===== config.mk =====
export PLATFORM = sky130hd
export DESIGN_NAME = std_sram_64d128x_arb2
export DESIGN_NICKNAME = d
export VERILOG_FILES = /design/src/rtl/std_sram_arb_pkg.sv /design/src/rtl/std_arb_rr2.sv /design/src/rtl/std_sram_64d128x_arb2.sv
export SDC_FILE = /design/constraint.sdc
export NUM_CORES = 1
export LEC_CHECK = 0
export BUFFER_PORTS_ARGS = -buffer_cell sky130_fd_sc_hd__buf_2
export CAP_MARGIN = 5
export CORE_AREA = 2 2 456 458
export DETAILED_ROUTE_END_ITERATION = 8
export DIE_AREA = 0 0 458 460
export PLACE_DENSITY = 0.3
export SETUP_SLACK_MARGIN = 0.4
export SYNTH_ARGS = -nofsm -noshare
export SYNTH_HDL_FRONTEND = slang
export SYNTH_SLANG_ARGS = --single-unit
export TNS_END_PERCENT = 50

===== constraint.sdc =====
create_clock -name clk -period 1.91 [get_ports clk]
set_input_delay 0.382 -clock clk [delete_from_list [all_inputs] [get_ports clk]]
set_output_delay 0.382 -clock clk [all_outputs]
set_load 0.01 [all_outputs]

===== src/rtl/std_sram_arb_pkg.sv =====
// Shared sizes, state encoding and request bundle for the 64x128 SRAM access controller.
// No logic; types and constants only.
// No flow control of its own.
package std_sram_arb_pkg;

    localparam int SRAM_DEPTH = 64;
    localparam int SRAM_AW    = 6;
    localparam int SRAM_DW    = 128;

    localparam int REQ_A = 0;
    localparam int REQ_B = 1;

    typedef enum logic {
        INIT = 1'b0,
        RUN  = 1'b1
    } sram_arb_state_t;

    typedef struct packed {
        logic               we;
        logic [SRAM_AW-1:0] addr;
        logic [SRAM_DW-1:0] bwe;
        logic [SRAM_DW-1:0] din;
    } sram_req_t;

endpackage


===== src/rtl/std_arb_rr2.sv =====
// Two-way arbiter: round-robin (FAIR=1) or fixed priority A over B (FAIR=0).
// Latency: grant is combinational from req; last_gnt updates on the accepting edge.
// Backpressure: a requester not granted simply holds req until it is.
module std_arb_rr2
    import std_sram_arb_pkg::*;
#(
    parameter bit FAIR = 1'b1
) (
    input  logic       clk,
    input  logic       resetn,
    input  logic [1:0] req,
    input  logic       accept,
    output logic [1:0] gnt
);

    // Holds the index of the most recent winner; B at reset so A wins the first conflict.
    logic last_gnt_q;
    logic last_gnt_d;

    always_ff @(posedge clk or negedge resetn) begin
        if (!resetn) begin
            last_gnt_q <= 1'(REQ_B);
        end else begin
            last_gnt_q <= last_gnt_d;
        end
    end

    always_comb begin
        gnt = req;
        if (req == 2'b11) begin
            if (FAIR && (last_gnt_q == 1'(REQ_A))) begin
                gnt = 2'b10;
            end else begin
                gnt = 2'b01;
            end
        end
    end

    always_comb begin
        last_gnt_d = last_gnt_q;
        if (accept) begin
            last_gnt_d = gnt[REQ_B];
        end
    end

endmodule


===== src/rtl/std_sram_64d128x_arb2.sv =====
// Two-requester access controller for the 64x128 bit-write SRAM; optional post-reset zero fill (STD_SRAM_ARB_INIT_CLEAR_EN).
// Latency: grant 0 cycles; read data returns one cycle after acceptance.
// Backpressure: requesters hold req until granted; grants stay low during reset and the clear sequence.
module std_sram_64d128x_arb2
    import std_sram_arb_pkg::*;
#(
    parameter bit FAIR = 1'b1
) (
    input  logic               clk,
    input  logic               resetn,
    input  logic               a_req,
    input  logic               a_we,
    input  logic [SRAM_AW-1:0] a_addr,
    input  logic [SRAM_DW-1:0] a_bwe,
    input  logic [SRAM_DW-1:0] a_din,
    output logic               a_gnt,
    output logic               a_rvalid,
    output logic [SRAM_DW-1:0] a_rdata,
    input  logic               b_req,
    input  logic               b_we,
    input  logic [SRAM_AW-1:0] b_addr,
    input  logic [SRAM_DW-1:0] b_bwe,
    input  logic [SRAM_DW-1:0] b_din,
    output logic               b_gnt,
    output logic               b_rvalid,
    output logic [SRAM_DW-1:0] b_rdata,
    output logic               sram_en,
    output logic               sram_we,
    output logic [SRAM_AW-1:0] sram_addr,
    output logic [SRAM_DW-1:0] sram_bwe,
    output logic [SRAM_DW-1:0] sram_din,
    input  logic [SRAM_DW-1:0] sram_dout,
    output logic               busy
);

    logic               init_act;
    logic [SRAM_AW-1:0] init_addr;
    logic [1:0]         req_vld;
    logic [1:0]         gnt;
    logic               accept;
    sram_req_t          a_cmd;
    sram_req_t          b_cmd;
    sram_req_t          win_cmd;
    logic [1:0]         rd_own_q;
    logic [1:0]         rd_own_d;

`ifdef STD_SRAM_ARB_INIT_CLEAR_EN
    sram_arb_state_t    state_q;
    sram_arb_state_t    state_d;
    logic [SRAM_AW-1:0] clr_addr_q;
    logic [SRAM_AW-1:0] clr_addr_d;

    always_ff @(posedge clk or negedge resetn) begin
        if (!resetn) begin
            state_q    <= INIT;
            clr_addr_q <= '0;
        end else begin
            state_q    <= state_d;
            clr_addr_q <= clr_addr_d;
        end
    end

    always_comb begin
        state_d    = state_q;
        clr_addr_d = clr_addr_q;
        if (state_q == INIT) begin
            clr_addr_d = clr_addr_q + 1'b1;
            if (clr_addr_q == SRAM_AW'(SRAM_DEPTH - 1)) begin
                state_d = RUN;
            end
        end
    end

    // The reset term keeps the SRAM idle while resetn is held low.
    assign init_act  = (state_q == INIT) & resetn;
    assign init_addr = clr_addr_q;
    assign busy      = (state_q == INIT);
`else
    assign init_act  = 1'b0;
    assign init_addr = '0;
    assign busy      = 1'b0;
`endif

    assign a_cmd   = {a_we, a_addr, a_bwe, a_din};
    assign b_cmd   = {b_we, b_addr, b_bwe, b_din};
    assign req_vld = {b_req, a_req} & {2{~busy & resetn}};

    std_arb_rr2 #(
        .FAIR   (FAIR)
    ) u_arb (
        .clk    (clk),
        .resetn (resetn),
        .req    (req_vld),
        .accept (accept),
        .gnt    (gnt)
    );

    assign accept  = |gnt;
    assign a_gnt   = gnt[REQ_A];
    assign b_gnt   = gnt[REQ_B];
    assign win_cmd = gnt[REQ_B] ? b_cmd : a_cmd;

    always_comb begin
        sram_en   = 1'b0;
        sram_we   = 1'b0;
        sram_addr = '0;
        sram_bwe  = '0;
        sram_din  = '0;
        if (init_act) begin
            sram_en   = 1'b1;
            sram_we   = 1'b1;
            sram_addr = init_addr;
            sram_bwe  = '1;
        end else if (accept) begin
            sram_en   = 1'b1;
            sram_we   = win_cmd.we;
            sram_addr = win_cmd.addr;
            sram_bwe  = win_cmd.we ? win_cmd.bwe : '0;
            sram_din  = win_cmd.din;
        end
    end

    assign rd_own_d = (accept & ~win_cmd.we) ? gnt : 2'b00;

    always_ff @(posedge clk or negedge resetn) begin
        if (!resetn) begin
            rd_own_q <= 2'b00;
        end else begin
            rd_own_q <= rd_own_d;
        end
    end

    // Read data comes straight off the macro; only the owner flag is registered.
    assign a_rvalid = rd_own_q[REQ_A];
    assign b_rvalid = rd_own_q[REQ_B];
    assign a_rdata  = sram_dout;
    assign b_rdata  = sram_dout;

endmodule

==> qor.yml, run 1 <==
global_routing:
  globalRoute.totalOverflow: 0
  grt_antenna_before_repair: 62
  grt_max_degree: 76
  grt_first_pass_wirelength_mm: 179
  grt_pass1_vias: 13500
  gr-usage-all-layers: 0.135
timing:
  finalHoldWorstSlack_ns: 0.294
  final.min_clock_period_ns: 2.63
  timing.fmax_mhz: 380
  post_route_fraction_of_the_period_consumed_by_the_critical_path: 1.38
  slew_headroom: 0.607
  timing.final.max_slew_violations: 0
  worst_slack_ns: -0.718
  grt_setup_unrepaired: "true"
  worst_clock_skew_ns: 0.000838
  setup_violations: 265
  timing_hold_violations_final: 0
  timing_worst_slew_pin_value_ns: 0.589
outcome:
  violations_in_the_final_reports: "negative setup slack"
  status: "complete, but fails checks"
placement:
  place.port_buffers: 797
  post-dp-hpwl_mm: 132
  gp_routability_congestion: 0.898
  dpl_cell_area_um2: 15400
  dpl_worst_slack_ns: -1.31
clock_network:
  clock_latency_ns: 0.22
  max-clock-path-buffers: 2
  tritoncts_num_sinks: 3
  root_buffer: "sky130_fd_sc_hd__clkbuf_16"
  cts_inserted_buffers: 3
  cts_tree: "built"
  ctsHoldBuffers: 0
  path_clk_slew_ns: 0.03
  cts_max_level: 1
route:
  postRouteWirelength_mm: 152
  remaining_drc_errors: 0
  drt_pre_antenna_iters: 5
  antenna_violating_nets_remaining: 0
  detail_route.vias_per_cell: 2.93
  detail_route.iter0.violations: 937
  dr_total_vias: 13800
  avgRoutedWirePerCell_um: 32.3
critical_path:
  ws_path_type: "flip-flop to primary output"
  critical_path_peak_fanout: 6
  worstPathRequired_ns: 1.53
  worst_ep_arrival_time_ns: 2.25
  reg2reg_depth: 10
  critPathLaunchType: "flip-flop"
  worstSetupEndpointType: "primary output"
logic_synthesis:
  syn-cell-area_um2: 7060
  dominant_cells_by_area_after_synthesis: "sky130_fd_sc_hd__buf_4, sky130_fd_sc_hd__nand3_1, sky130_fd_sc_hd__o21ai_0"
  post_synth_inst_count: 1223
  avgSynthCellArea_um2: 5.77
  synth_top_cell_area_share: 0.277
  top_cells_by_count_synth: "sky130_fd_sc_hd__nand3_1, sky130_fd_sc_hd__o21ai_0, sky130_fd_sc_hd__buf_4"
  yosysWarnings: 0
  synth_largest_area_cell: "sky130_fd_sc_hd__buf_4"
  ys_types: 22
  ys_seq_area_frac: 0.0108
  postSynth.topFlopCell: "sky130_fd_sc_hd__dfrtp_1"
  ys_ff_latch: 3
  ys_async_sr_fraction: 1.00
  mappedNetlistNets: 1881
  synth_edf_count: 0
die:
  fp.dieW_um: 458
  top_level_ports: 1183
  num_rows: 167
  die_area_um2: 211000
  initial_utilization: 0.0343
  fp.dieH_um: 460
  total_core_area_um2: 206000
power:
  cellLeakagePower_uw: 0.00771
  power.density_cell_area_nw_per_um2: 313
  power_switching_uw: 3510
  post-layout-total-power_uw: 6770
  power.share.switching: 0.519
  pwr-share-clk: 0.050
  power_report.internal_total_uw: 3250
  peakVddDrop_mv: 0.219
  combPwrFrac: 0.939
  seqPwrFrac: 0.011
finish:
  register_area_um2: 76.3
  finish.net_count: 2646
  multi_input_gate_area_in_the_final_layout_um2: 7710
  area_overhead_of_the_layout_relative_to_synthesis_pct: 206
  filler_cell_count: 24000
  finalInstanceArea_um2: 21600
  post_route_cells_drive_above_1_share: 0.817
run:
  cap_viol_max_count: 0
min_path:
  hold_path.class: "input port to async pin"
[critical path: stages (launching register included)]
cell and delay [ns]:
sky130_fd_sc_hd__dfstp_2 0.57, sky130_fd_sc_hd__a21bo_4 0.23, sky130_fd_sc_hd__buf_12 0.14, sky130_fd_sc_hd__buf_16 0.13, sky130_fd_sc_hd__buf_6 0.12, sky130_fd_sc_hd__buf_6 0.11, sky130_fd_sc_hd__o21ai_4 0.07, sky130_fd_sc_hd__a211oi_4 0.41
sky130_fd_sc_hd__buf_2 0.22
[per-stage QoR]
step,util,TNS (ns),instances
2_1_floorplan,-,0,1223
3_3_place_gp,0.0749,-177.92,4528
4_1_cts,0.0950,-158.36,4638
5_1_grt,0.105,-164.87,4718
3_5_place_dp,0.0749,-172.84,4528
6_report,0.105,-146.17,4722
[cells in the final DEF (no fill, tap or decap), types with 3 or more instances in the layout]
cell type,Yosys,layout
sky130_fd_sc_hd__o21ai_4,0,36
sky130_fd_sc_hd__buf_8,0,26
sky130_fd_sc_hd__a211oi_4,0,67
sky130_fd_sc_hd__buf_2,69,635
sky130_fd_sc_hd__a21oi_1,134,25
sky130_fd_sc_hd__o21ai_1,0,53
sky130_fd_sc_hd__a21oi_4,0,59
sky130_fd_sc_hd__a211oi_1,128,4
sky130_fd_sc_hd__a21oi_2,0,50
sky130_fd_sc_hd__nand3_1,263,182
sky130_fd_sc_hd__diode_2,0,31
sky130_fd_sc_hd__o21ai_2,1,88
sky130_fd_sc_hd__a211oi_2,0,57
sky130_fd_sc_hd__buf_12,0,107
sky130_fd_sc_hd__buf_16,0,33
sky130_fd_sc_hd__o21ai_0,263,87
sky130_fd_sc_hd__buf_6,0,168
sky130_fd_sc_hd__nand3_2,0,53
sky130_fd_sc_hd__nand3_4,0,28
sky130_fd_sc_hd__buf_4,261,197
sky130_fd_sc_hd__nand2_1,3,3
sky130_fd_sc_hd__clkbuf_16,0,11
[registers in the layout, summed over array words and instances (netlist names)]
register / cells
u_arb.last_gnt_q: 1
rd_own_q: 2
[per-layer routing]
layer | GRT usage | wire length [µm] | up-vias
met3 | 0.113 | 29600 | 224
met2 | 0.229 | 71200 | 1174
met5 | 0.00184 | 136 | -
li1 | - | - | 5740
met1 | 0.122 | 45900 | 6668
met4 | 0.0323 | 5640 | 14
[repair_timing]
| action | in CTS | in global routing |
|---|---|---|
| buffers inserted | 81 | 44 |
| setup endpoints to repair | 266 | 269 |
| gates resized for setup | 615 | 413 |
| pin swaps | 133 | 131 |
| cloned | 25 | 9 |
[area by class of cell]
type	count	share of cell area
inverters	3	0.000869
multi-input cells	801	0.357
well taps	2704	0.157
repair buffers	1176	0.475
diodes	31	0.00359
flip-flops and latches	3	0.00353
clock buffers	4	0.00365
[kinds of logic after synthesis]
kind of cell           Yosys count  share of synthesized area
AOI/OAI and AO/OA              529                      0.423
buffers and inverters          419                      0.374
and+or+nand+nor                271                      0.192
DFF                              3                     0.0108
other                            1                   0.000531
[path summary, 6_finish.rpt]
path / endpoint / slack, ns / startpoint
max: sram_bwe[58] / -0.72 / u_arb.last_gnt_q$_DFFE_PN1P_
min: rd_own_q[0]$_DFF_PN0_ / 0.29 / resetn
max reg2reg: rd_own_q[1]$_DFF_PN0_ / 0.12 / u_arb.last_gnt_q$_DFFE_PN1P_
min reg2reg: u_arb.last_gnt_q$_DFFE_PN1P_ / 0.51 / u_arb.last_gnt_q$_DFFE_PN1P_
max in group asynchronous: u_arb.last_gnt_q$_DFFE_PN1P_ / 1.35 / resetn
min in group clk: rd_own_q[1]$_DFF_PN0_ / 0.47 / b_we
[power by group through the flow]
stage          clock (µW)  combinational [µW]  sequential (µW)
2_1_floorplan           0                2090             76.6
3_3_place_gp            0                4260             77.3
3_5_place_dp            0                4220             76.8
4_1_cts               336                5790             76.3
5_1_grt               347                6710             77.2
6_report              336                6350             76.4
Power figures use the tool's default switching activity.
==> inputs of run 2 (changes only) <==
- SETUP_SLACK_MARGIN: 0.4 -> not set
==> run 2 against run 1 <==
Against the previous run:
- the run still ends with negative setup slack left
- combinational power fell by 21%
- first-iteration DRC count grew 14%
- sequential share of layout area increased by 0.089 points
- non-clock buffer count down 144
- critical path type is now input port to primary output
- largest cell class unchanged
- highest routed layer unchanged
==> qor.yml, run 2 (synthesis gave the netlist of run 1 again) <==
timing:
  setup_violations: 265  # unchanged
  timing_worst_slew_pin_value_ns: 0.789  # +0.200 ns
  worst_clock_skew_ns: 0.0161  # +0.0153 ns
  slew_headroom: 0.474  # -0.133
  finalHoldWorstSlack_ns: 0.431  # +0.137 ns
  final.min_clock_period_ns: 2.78  # +0.152 ns
  worst_slack_ns: -0.870  # -0.152 ns
  grt_setup_unrepaired: "true"
  timing_hold_violations_final: 0  # unchanged
  timing.fmax_mhz: 360  # -5.5%
  timing.final.max_slew_violations: 0  # unchanged
  post_route_fraction_of_the_period_consumed_by_the_critical_path: 1.46  # +0.0795
placement:
  dpl_cell_area_um2: 14300  # -7.4%
  gp_routability_congestion: 1.14  # +27%
  post-dp-hpwl_mm: 145  # +9.6%
  dpl_worst_slack_ns: -1.48  # -0.173 ns
  place.port_buffers: 797  # unchanged
route:
  dr_total_vias: 13500  # -2.3%
  detail_route.vias_per_cell: 2.96  # +0.98%
  avgRoutedWirePerCell_um: 36.1  # +12%
  antenna_violating_nets_remaining: 0  # unchanged
  drt_pre_antenna_iters: 7  # +2
  detail_route.iter0.violations: 1064  # +14%
  remaining_drc_errors: 0  # unchanged
  postRouteWirelength_mm: 165  # +8.1%
die:
  total_core_area_um2: 206000  # unchanged
  fp.dieH_um: 460  # unchanged
  die_area_um2: 211000  # unchanged
  top_level_ports: 1183  # unchanged
  fp.dieW_um: 458  # unchanged
  num_rows: 167  # unchanged
  initial_utilization: 0.0343  # unchanged
power:
  cellLeakagePower_uw: 0.00637  # -17%
  post-layout-total-power_uw: 5500  # -19%
  power.density_cell_area_nw_per_um2: 319  # +1.9%
  peakVddDrop_mv: 0.229  # +4.8%
global_routing:
  grt_pass1_vias: 13000  # -4.1%
  met3_usage: 0.138  # +0.0245
  globalRoute.totalOverflow: 0  # unchanged
  grt_max_degree: 61  # -20%
  met1_usage: 0.120  # -0.00290
  grt_first_pass_wirelength_mm: 189  # +5.7%
  globalRoute.busiestLayer: "met2"
  gr-usage-all-layers: 0.145  # +0.0102
  grt_antenna_before_repair: 109  # +76%
  met2_usage: 0.240  # +0.0106
finish:
  largestRegisters: "rd_own_q (2), u_arb.last_gnt_q (1)"
  finish.net_count: 2502  # -5.4%
  largest_reg_flops: 2  # unchanged
  post_route_cells_drive_above_1_share: 0.673  # -0.143
  layout.cells.most_common_list: "sky130_fd_sc_hd__buf_2, sky130_fd_sc_hd__nand3_1, sky130_fd_sc_hd__o21ai_0"
  commonest_non_fill_non_tap_cell_in_the_layout: "sky130_fd_sc_hd__buf_2"
  area_overhead_of_the_layout_relative_to_synthesis_pct: 144
  finalInstanceArea_um2: 17200  # -20%
  largest-register: "rd_own_q"
critical_path:
  critical_path.startpoint: "b_req"
  worstSetupEndpointType: "primary output"
  crit_chain: "buf_2 -> a21bo_4 -> buf_12 -> buf_8 -> buf_4 -> o21ai_2 -> a211oi_2 -> buf_4 -> buf_12"
  worstPathRequired_ns: 1.53  # about the same
  critical_path.reg2reg.startpoint: "u_arb.last_gnt_q$_DFFE_PN1P_"
  critPathLaunchType: "input port"
  critical-path-slowest-cell: "sky130_fd_sc_hd__o21ai_2"
  highest_cell_delay_on_the_worst_timing_path_ns: 0.45  # -0.12 ns
  path_delay_family: "buffers and inverters"
  ws_path_type: "input port to primary output"
  worst_ep_arrival_time_ns: 2.40  # +0.15 ns
  crit_buf_inv: 6  # +1
  critical_path_peak_fanout: 8  # +2
clock_network:
  cts_tree: "built"
  max-clock-path-buffers: 2  # unchanged
  ctsHoldBuffers: 0  # unchanged
  clock_latency_ns: 0.25  # +0.03 ns
  cts_max_level: 1  # unchanged
  tritoncts_num_sinks: 3  # unchanged
  cts_inserted_buffers: 3  # unchanged
  path_clk_slew_ns: 0.05  # +0.02 ns
  root_buffer: "sky130_fd_sc_hd__clkbuf_16"
outcome:
  status: "complete, but fails checks"
  violations_in_the_final_reports: "negative setup slack"
run:
  cap_viol_max_count: 0  # unchanged
min_path:
  hold_path.class: "input port to async pin"
run 2: cell types whose count changed in the layout (fill, tap and decap cells not counted), moves of 43 or more:
cell / previous run / this run
sky130_fd_sc_hd__buf_6: 168 / 42
sky130_fd_sc_hd__a211oi_4: 67 / 24
sky130_fd_sc_hd__nand3_1: 182 / 231
sky130_fd_sc_hd__a21oi_4: 59 / 6
sky130_fd_sc_hd__o21ai_2: 88 / 21
sky130_fd_sc_hd__buf_2: 635 / 694
sky130_fd_sc_hd__a21oi_1: 25 / 109
sky130_fd_sc_hd__o21ai_0: 87 / 188
run 2: what timing repair did:
| action | in CTS | in global routing |
|---|---|---|
| gates resized for setup | 230 | 275 |
| cloned | 10 | 11 |
| setup buffers | 24 | 18 |
| pin swaps | 49 | 67 |
| setup endpoints to repair | 265 | 265 |
run 2: final cells by class:
cell class | instances | area [µm²]
fill | 24300 | 189000
timing repair buffer | 1032 | 7870
multi-input combinational | 801 | 5760
tap | 2704 | 3380
clock buffer | 4 | 78.8
sequential | 3 | 76.3
antenna | 20 | 50.0
inverter | 3 | 18.8
run 2: where the power goes:
group	switching (µW)	internal, µW
sequential	5.22	70.7
clock	108	280
combinational	3030	2010
total	3140	2360
run 2: worst paths after layout:
kind                       slack (ns)                            to  cells past startpoint
min                              0.43         rd_own_q[1]$_DFF_PN0_                      3
min in group clk                 0.44         rd_own_q[1]$_DFF_PN0_                      2
max in group asynchronous        1.26  u_arb.last_gnt_q$_DFFE_PN1P_                      3
max reg2reg                      0.19         rd_own_q[1]$_DFF_PN0_                      8
max                             -0.87                 sram_bwe[105]                      9
min reg2reg                      0.62  u_arb.last_gnt_q$_DFFE_PN1P_                      3
run 2: worst register-to-register path: cells and delay by family, from the launching register on:
kind / cells / cell delay, ns
flops: 1 / 0.57
buf+inv: 5 / 0.78
compound gates: 1 / 0.05
simple gates: 2 / 0.19
run 2: per-layer routing:
layer	wire length (µm)	vias to the layer above
met5	774	-
met4	8860	74
met3	33500	434
met2	75200	1243
met1	46500	6289
li1	-	5458
run 2: per-stage QoR:
| stage | util | setup TNS, ns | std cells |
|---|---|---|---|
| after floorplan | - | 0 | 1223 |
| after global placement | 0.0693 | -148.55 | 4483 |
| after detailed placement | 0.0694 | -145.87 | 4486 |
| after CTS | 0.0769 | -168.90 | 4522 |
| after global routing | 0.0836 | -179.30 | 4558 |
| final | 0.0837 | -161.75 | 4567 |
